## src/rtl/seg7_pkg.sv

```systemverilog
// Shared constants, FSM encoding and width helpers for the 7-segment scan controller.
// Latency: none (declarations only).
// Backpressure: not applicable.
package seg7_pkg;

   // All segments dark (active-low)
   localparam logic [6:0] SEG_OFF = 7'h7F;

   // Active-low segment patterns for 0..F, bit0=a ... bit6=g
   localparam logic [6:0] SEG_TAB [16] = '{
      7'h40, 7'h79, 7'h24, 7'h30, 7'h19, 7'h12, 7'h02, 7'h78,
      7'h00, 7'h10, 7'h08, 7'h03, 7'h46, 7'h21, 7'h06, 7'h0E
   };

   typedef enum logic {
      S_BLANK = 1'b0,
      S_ON    = 1'b1
   } state_t;

   // Bits needed to hold 0..n-1, never less than one bit
   function automatic int cnt_w(input int n);
      return (n <= 1) ? 1 : $clog2(n);
   endfunction

endpackage

```

## src/rtl/hex7seg_dec.sv

```systemverilog
// Hex nibble to active-low 7-segment pattern decoder.
// Latency: combinational, 0 cycles.
// Backpressure: none, pure function of the input nibble.
module hex7seg_dec
   import seg7_pkg::*;
(
   input  logic [3:0] hex,
   output logic [6:0] seg_n
);

   assign seg_n = SEG_TAB[hex];

endmodule

```

## src/rtl/seg7_scan_ctrl.sv

```systemverilog
// Time-multiplexed scan of a common-anode 7-segment bank with a double-buffered frame.
// Latency: pins are registered, 1 cycle behind the scan state; staged data commits at frame end.
// Backpressure: load_ready drops while a staged frame waits for the frame boundary.
module seg7_scan_ctrl
   import seg7_pkg::*;
#(
   parameter int NUM_DIGITS   = 8,
   parameter int ON_CYCLES    = 50000,
   parameter int BLANK_CYCLES = 500
) (
   input  logic                    clk,
   input  logic                    rst_n,
   input  logic                    load_valid,
   input  logic [4*NUM_DIGITS-1:0] load_data,
   output logic                    load_ready,
   input  logic [NUM_DIGITS-1:0]   digit_en,
   input  logic                    lz_suppress,
   output logic [6:0]              seg_n,
   output logic [NUM_DIGITS-1:0]   an_n,
   output logic                    frame_commit
);

   localparam int CW = cnt_w((ON_CYCLES > BLANK_CYCLES) ? ON_CYCLES : BLANK_CYCLES);
   localparam int IW = cnt_w(NUM_DIGITS);
   localparam logic [CW-1:0] ON_LAST    = CW'(ON_CYCLES - 1);
   localparam logic [CW-1:0] BLANK_LAST = CW'(BLANK_CYCLES - 1);
   localparam logic [IW-1:0] IDX_LAST   = IW'(NUM_DIGITS - 1);

   state_t                  state, state_nxt;
   logic [CW-1:0]           cnt, cnt_nxt;
   logic [IW-1:0]           idx, idx_nxt;
   logic                    frame_end;
   logic [4*NUM_DIGITS-1:0] disp, stage;
   logic                    pending;
   logic [3:0]              cur_nib;
   logic                    cur_vis;
   logic [6:0]              dec_seg;

   hex7seg_dec u_dec (
      .hex   (cur_nib),
      .seg_n (dec_seg)
   );

   // Scan state, slot counter and digit index
   always_ff @(posedge clk) begin
      if (!rst_n) begin
         state <= S_BLANK;
         cnt   <= '0;
         idx   <= '0;
      end else begin
         state <= state_nxt;
         cnt   <= cnt_nxt;
         idx   <= idx_nxt;
      end
   end

   // Blank gap then on-time per digit; frame ends on the last ON cycle of the top digit
   always_comb begin
      state_nxt = state;
      cnt_nxt   = cnt + 1'b1;
      idx_nxt   = idx;
      frame_end = 1'b0;
      case (state)
         S_BLANK: begin
            if (cnt == BLANK_LAST) begin
               state_nxt = S_ON;
               cnt_nxt   = '0;
            end
         end
         S_ON: begin
            if (cnt == ON_LAST) begin
               state_nxt = S_BLANK;
               cnt_nxt   = '0;
               if (idx == IDX_LAST) begin
                  idx_nxt   = '0;
                  frame_end = 1'b1;
               end else begin
                  idx_nxt = idx + 1'b1;
               end
            end
         end
         default: begin
            state_nxt = S_BLANK;
            cnt_nxt   = '0;
         end
      endcase
   end

   // Select the current nibble and decide visibility; leading zeros scanned from the top down
   always_comb begin
      logic zero_up;
      cur_nib = 4'h0;
      cur_vis = 1'b0;
      zero_up = 1'b1;
      for (int i = NUM_DIGITS - 1; i >= 0; i--) begin
         zero_up = zero_up & (disp[4*i +: 4] == 4'h0);
         if (idx == IW'(i)) begin
            cur_nib = disp[4*i +: 4];
            cur_vis = digit_en[i] & ~(lz_suppress & (i != 0) & zero_up);
         end
      end
   end

   // Registered pin drive; hidden digits keep their slot but stay dark
   always_ff @(posedge clk) begin
      if (!rst_n) begin
         seg_n <= SEG_OFF;
         an_n  <= '1;
      end else if (state == S_ON && cur_vis) begin
         seg_n <= dec_seg;
         an_n  <= ~(NUM_DIGITS'(1) << idx);
      end else begin
         seg_n <= SEG_OFF;
         an_n  <= '1;
      end
   end

   // Staging buffer accepts one frame; it moves to the display only at frame end
   always_ff @(posedge clk) begin
      if (!rst_n) begin
         stage        <= '0;
         disp         <= '0;
         pending      <= 1'b0;
         frame_commit <= 1'b0;
      end else begin
         frame_commit <= 1'b0;
         if (frame_end && pending) begin
            disp         <= stage;
            pending      <= 1'b0;
            frame_commit <= 1'b1;
         end else if (load_valid && !pending) begin
            stage   <= load_data;
            pending <= 1'b1;
         end
      end
   end

   assign load_ready = ~pending;

endmodule

```

## config.mk

```make
export PLATFORM = sky130hd
export DESIGN_NAME = seg7_scan_ctrl
export DESIGN_NICKNAME = d
export VERILOG_FILES = /design/src/rtl/seg7_pkg.sv /design/src/rtl/hex7seg_dec.sv /design/src/rtl/seg7_scan_ctrl.sv
export SDC_FILE = /design/constraint.sdc
export NUM_CORES = 1
export LEC_CHECK = 0
export CAP_MARGIN = 20
export CORE_MARGIN = 1
export CORE_UTILIZATION = 40
export CTS_CLUSTER_DIAMETER = 40
export DETAILED_ROUTE_END_ITERATION = 10
export HOLD_SLACK_MARGIN = 0.03
export SETUP_SLACK_MARGIN = 0.05
export SKIP_LAST_GASP = 1
export SLEW_MARGIN = 10
export SYNTH_ARGS = -nofsm -noshare
export SYNTH_HDL_FRONTEND = slang
export SYNTH_HIERARCHICAL = 1
export SYNTH_SLANG_ARGS = --single-unit
```

## constraint.sdc

```tcl
create_clock -name clk -period 8.41 [get_ports clk]
set_input_delay 2.523 -clock clk [delete_from_list [all_inputs] [get_ports clk]]
set_output_delay 2.523 -clock clk [all_outputs]
set_load 0.05 [all_outputs]
```

== Word level (Yosys, flattened, before mapping) ==
Memory sizes are Yosys's and may differ from the RTL's. A register that Yosys moved wholly into a read port is not among the register bits.
Index checks and enable logic that the tools add are counted.
Word-level totals
  latch bits: 0
  input bits: 44
  ROM bits: 112
  memory bits (writable): 0
  memories kept: 1
  output and inout port bits: 17
  flip-flop bits (word level): 94
  logic and storage cells: 98
Memory list
  (name not given): depth 16, bits a word 7, rd ports 1, clocked after Yosys merged registers in 1, wr ports 0, line hex7seg_dec.sv:11  | assign seg_n = SEG_TAB[hex];
Cells by class
  bitwise gates (word level): 33
  order comparisons: 0
  div/mod/pow operators: 0
  shift-type cells: 1
  reductions and logical operators: 17
  add/subtract/negate cells: 2
  eq/ne operators: 9
  multipliers: 0
  mux-type cells: 27
Operator list (number)
  16-bit two-way mux: 2
  4-bit two-way mux: 8
  16-bit one-hot mux with 2 select lines: 1
  4-bit logical NOT: 7
  1-bit bitwise AND: 20
  16-bit by 1-bit adder with 16-bit output, second input constant: 1
  16-bit equality test, second input constant: 1
  16-bit by 9-bit equality test with 1-bit output, second input constant: 1
  1-bit two-way mux: 14
  3-bit equality test, second input constant: 4
  1-bit inverter: 11
  8-bit inverter: 1
  1-bit by 3-bit << shifter with 8-bit output, first input constant: 1
  3-bit by 2-bit equality test with 1-bit output, second input constant: 2
  2-bit AND reduction: 3
  4-bit inverter with 5-bit output: 1
  3-bit by 1-bit adder with 3-bit output, second input constant: 1
  3-bit by 1-bit equality test with 1-bit output, second input constant: 1
  1-bit logical AND: 3
  3-bit logical NOT: 1
  3-bit two-way mux: 1
  1-bit logical NOT: 2
  1-bit one-hot mux with 2 select lines: 1
  2-bit OR reduction: 1

== Longest topological paths before layout ==
  depth in word-level cells: 15
  depth in mapped cells: 14
  gate-level depth less buffers: 13

== Hierarchy ==
Netlist, hierarchy kept.
Modules (own cells, without submodules)
  seg7_scan_ctrl: sequential area each 2021.9 um2, cells an instance 447, area an instance 4082.7 um2, times used 1
  hex7seg_dec: sequential area each 0.0 um2, cells an instance 36, area an instance 256.5 um2, times used 1

== Worst setup path after synthesis ==
No wires, ideal clock.
  path kind: in2reg
  start: input lz_suppress
  end: register seg_n[0]
  arrival time: 3.949 ns
  slack: 4.392 ns
  stages on the path: 7
  library setup time: 0.068 ns
  buffers on the path: 1
  required time: 8.342 ns
  path through: or2b_2 nor4_4 nand4_2 a311oi_2 a21oi_2 buf_6 o21bai_2
Between the ends
  cells in the longest elaborated chain, start to end: 14
  elaborated cells on any way between the ends: 32
  classes of those cells: mux: 8; bitwise: 21; reduce/logical: 3
Ends and longest elaborated chain
  start: declaration: line seg7_scan_ctrl.sv:17  | input logic lz_suppress,
  1-bit bitwise AND: line seg7_scan_ctrl.sv:99  | cur_vis = digit_en[i] & ~(lz_suppress & (i != 0) & zero_up);
  1-bit inverter: line seg7_scan_ctrl.sv:99
  1-bit bitwise AND: line seg7_scan_ctrl.sv:99
  1-bit two-way mux (6 in series): line seg7_scan_ctrl.sv:97  | if (idx == IW'(i)) begin
  1-bit two-way mux (*) (2 in series): line seg7_scan_ctrl.sv:97
  1-bit logical AND (*): line seg7_scan_ctrl.sv:109  | end else if (state == S_ON && cur_vis) begin
  2-bit AND reduction (no line) (*)
  1-bit logical NOT (no line) (*)
  end: declaration: line seg7_scan_ctrl.sv:18  | output logic [6:0] seg_n,
Every way passes the cells marked *; elsewhere a longest branch is shown, timed or not.
A chain may end at the register's enable or synchronous reset.

== Worst setup path in the final report ==
  start: input lz_suppress
  end: register an_n[3]
Between the ends
  cells in the longest elaborated chain, start to end: 13
  elaborated cells on any way between the ends: 31
  classes of those cells: mux: 8; bitwise: 21; reduce/logical: 2
Ends and longest elaborated chain
  1-bit bitwise AND: line seg7_scan_ctrl.sv:99
  1-bit inverter: line seg7_scan_ctrl.sv:99
  1-bit bitwise AND: line seg7_scan_ctrl.sv:99
  1-bit two-way mux (6 in series): line seg7_scan_ctrl.sv:97
  1-bit two-way mux (*) (2 in series): line seg7_scan_ctrl.sv:97
  1-bit logical AND (*): line seg7_scan_ctrl.sv:109
  2-bit AND reduction (no line) (*)
  end signal: assignment: line seg7_scan_ctrl.sv:111  | an_n <= ~(NUM_DIGITS'(1) << idx);
  end: declaration: line seg7_scan_ctrl.sv:19  | output logic [NUM_DIGITS-1:0] an_n,
Marked as above.

==> impl_metrics.toml <==
[final_layout]
antenna_cells = 0
layout-area-overhead-vs-synth_pct = 19.8
multi_input_area_sq_um = 2090
fillerInstances = 1001
drive_above_1_share_pct = 7.68
fin_nets = 588
layout.cells.non_filler = 670
seqCellArea_sq_um = 2020

[die]
fp.dieH_um = 106
num_rows = 37
initial_core_util_pct = 41.7
coreArea_sq_um = 10400
die-area_sq_um = 11300
die_w_um = 106
io_pins = 61

[clock_tree]
insertion_delay_ns = 0.36
numClockSinks = 101
ctsHoldBuffers = 0
cts_buffers = 9
root_buffer = "clkbuf_8"
cts_resized = 0
cts_buffer_depth = 2
path_clk_slew_ns = 0.09
cts_tree = "built"
post_cts_buffers = 0
htree_levels = 3

[critical_path]
crit_path_start = "lz_suppress"
cp_cell_sequence = "clkdlybuf4s50_1 > or2b_2 > nor4_4 > nand4_2 > a311oi_2 > a21oi_2 > o21ai_0"
critPathSlowestCell = "clkdlybuf4s50_1"
cp.required_ns = 8.70
path_delay_family = "simple AND/OR/NAND/NOR gates"
cp_max_fo = 13
crit-reg2reg-launch = "idx[2]$_SDFFE_PN0P_"
start_kind = "primary input"
crit_buf_inv = 1
cp.arrival_ns = 4.57
endpoint_kind = "register"
cp_slowest_stage_delay_ns = 0.45
criticalPathCategory = "in -> reg"

[global_routing]
track_usage_pct = 18.2
first_global_vias = 3493
grt.overflow.total = 0
antenna_found_initial = 0
grt_first_pass_wirelength_mm = 16.6
grt_max_degree = 38

[routing]
firstDrtPassIters = 4
vias_per_cell = 5.27
drt_iter0_markers = 130
ant_nets = 0
drc = 0
post_drt_wl_per_cell_um = 14.1
route.vias.total = 3530
routed_wl_mm = 9.48

[logic_synthesis]
synth_largest_area_cell = "dfxtp_1"
synth_fp_nets = 541
synth-seq-cells = 101
avgSynthCellArea_sq_um = 8.98
synthFlopType = "dfxtp_1"
synthArstFlopShare_pct = 0
yosysMostFrequentCell = "dfxtp_1"
synthCells = 483
synthTopCellsByArea = "dfxtp_1 (47%), nand2_1 (7.4%), a22o_1 (6.3%), a21oi_1 (4.7%), ha_1 (4.0%)"
synth-seq-area-share_pct = 46.6
syn_area_sq_um = 4340
ys_types = 60
ys.warnings.count = 6
synth.top_cell.area_share_pct = 46.6
synth-edff-count = 0
yosys-top-cells-count = "dfxtp_1 (101), nand2_1 (85), a21oi_1 (41)"

[pwr]
total_power_uw = 830
vdd.ir_drop.worst_mv = 0.0653
leakagePower_uw = 0.00192
p_per_area_nw_per_um2 = 160

[sta]
setup_viol = 0
worst_pin_slew_ns = 0.972
tns_ns = 0
max_freq_mhz = 233
max_slew_margin_pct = 35.2
maxSlewViolCount = 0
hold_violations = 0
min_period_over_period_pct = 50.9
grt_setup_unrepaired = "no"
finalClockSkew_ns = 0.00936
period_needed_ns = 4.28

[place]
io_buffers = 60
gp_congestion = 0.828
dp_hpwl_mm = 6.87
dp.cells = 651

[worst_hold_path]
hold_start = "stage[22]$_SDFFE_PN0P_"
hp-class = "reg -> reg"

[job]
drv_cap = 0

[status]
status = "finished clean"
==> metal layers <==
metal  vias up  global-route usage, %  wire length, um
li1       1791                      -                -
met1      1627                   25.3             4700
met2        95                   27.7             4160
met3        17                   3.86              453
met4         0                   6.35              158
met5         -                      0                0
==> final timing paths <==
path | end | slack [ns] | cells past startpoint
min | stage[22]$_SDFFE_PN0P_ | 0.46 | 2
max | an_n[3]$_SDFF_PN1_ | 4.13 | 7
max reg2reg | seg_n[3]$_SDFF_PN1_ | 4.99 | 11
min reg2reg | stage[22]$_SDFFE_PN0P_ | 0.46 | 2
==> worst register-to-register path: stages (launching register included) <==
cell	delay, ns
dfxtp_1	0.67
ha_1	0.48
nand3_1	0.13
a311oi_1	0.35
a211oi_1	0.11
o22ai_1	0.46
inv_1	0.20
ha_1	0.25
or2_1	0.24
a21oi_1	0.14
a31oi_1	0.05
o21bai_2	0.23
==> cells by family after synthesis <==
family / Yosys count / synth area share (%)
muxes: 2 / 0.490
adders and majority gates: 14 / 4.04
AOI/OAI and AO/OA: 126 / 20.6
xor gates and xnor gates: 14 / 2.83
buffers and inverters: 45 / 5.36
and+or+nand+nor: 181 / 20.1
DFF: 101 / 46.6
==> registers in the layout (all words and copies together) (netlist names) <==
signal and count:
an_n 8, stage 32, frame_commit 1, cnt 16, seg_n 7, state 1, disp 32, idx 3
pending 1
==> where the power goes <==
part           leakage (uW)  total (uW)  internal [uW]  switching [uW]
logic               0.00101        54.7           29.6            25.1
registers          0.000820         494            488            6.18
clock network     0.0000925         281            115             166
==> placed cells by master, fill, tap and decap left out, types with 2 or more instances in the layout <==
cell type        synthesis  routed
buf_8                    0       3
nand4b_1                 2       2
xor2_1                   9       9
nand4_1                  4       4
ha_1                    14      14
a22o_1                  31      31
clkdlybuf4s50_1          0      60
inv_2                    2       2
a21oi_1                 41      41
clkinv_4                 0       2
xnor2_1                  5       5
a211oi_1                 7       7
a221oi_1                 4       4
clkbuf_8                 1      10
nor2_1                  30      30
nand3_1                 22      22
o21a_1                   4       4
inv_1                   15      15
o22ai_1                  5       5
o21bai_2                 7       7
nand2_1                 85      85
a311oi_1                 4       4
o21ai_1                  6       6
nor4_1                   6       6
and3_1                   9       9
o211ai_1                 2       2
o21ai_0                  7       7
clkinv_2                 0       2
nand2b_1                 3       3
dfxtp_1                101     101
==> stage by stage <==
step / hold slack [ns] / setup WS (ns) / cell area (sq um) / utilization (%)
floorplan: 0.418 / 4.39 / 4340 / -
global placement: 0.434 / 3.76 / 4950 / 47.5
detailed placement: 0.448 / 3.65 / 4950 / 47.5
CTS: 0.463 / 4.02 / 5120 / 49.2
global route: 0.481 / 4.00 / 5200 / 49.9
finish: 0.461 / 4.13 / 5200 / 49.9
==> cell type report <==
type                    instances  area share [%]
multi-input cells             337            40.3
clock inverters                 5           0.698
inverters                      17            1.23
repair buffers                 64            13.0
well taps                     136            3.27
flip-flops and latches        101            38.9
clock buffers                  10            2.65
(Power assumes the default switching activity.)
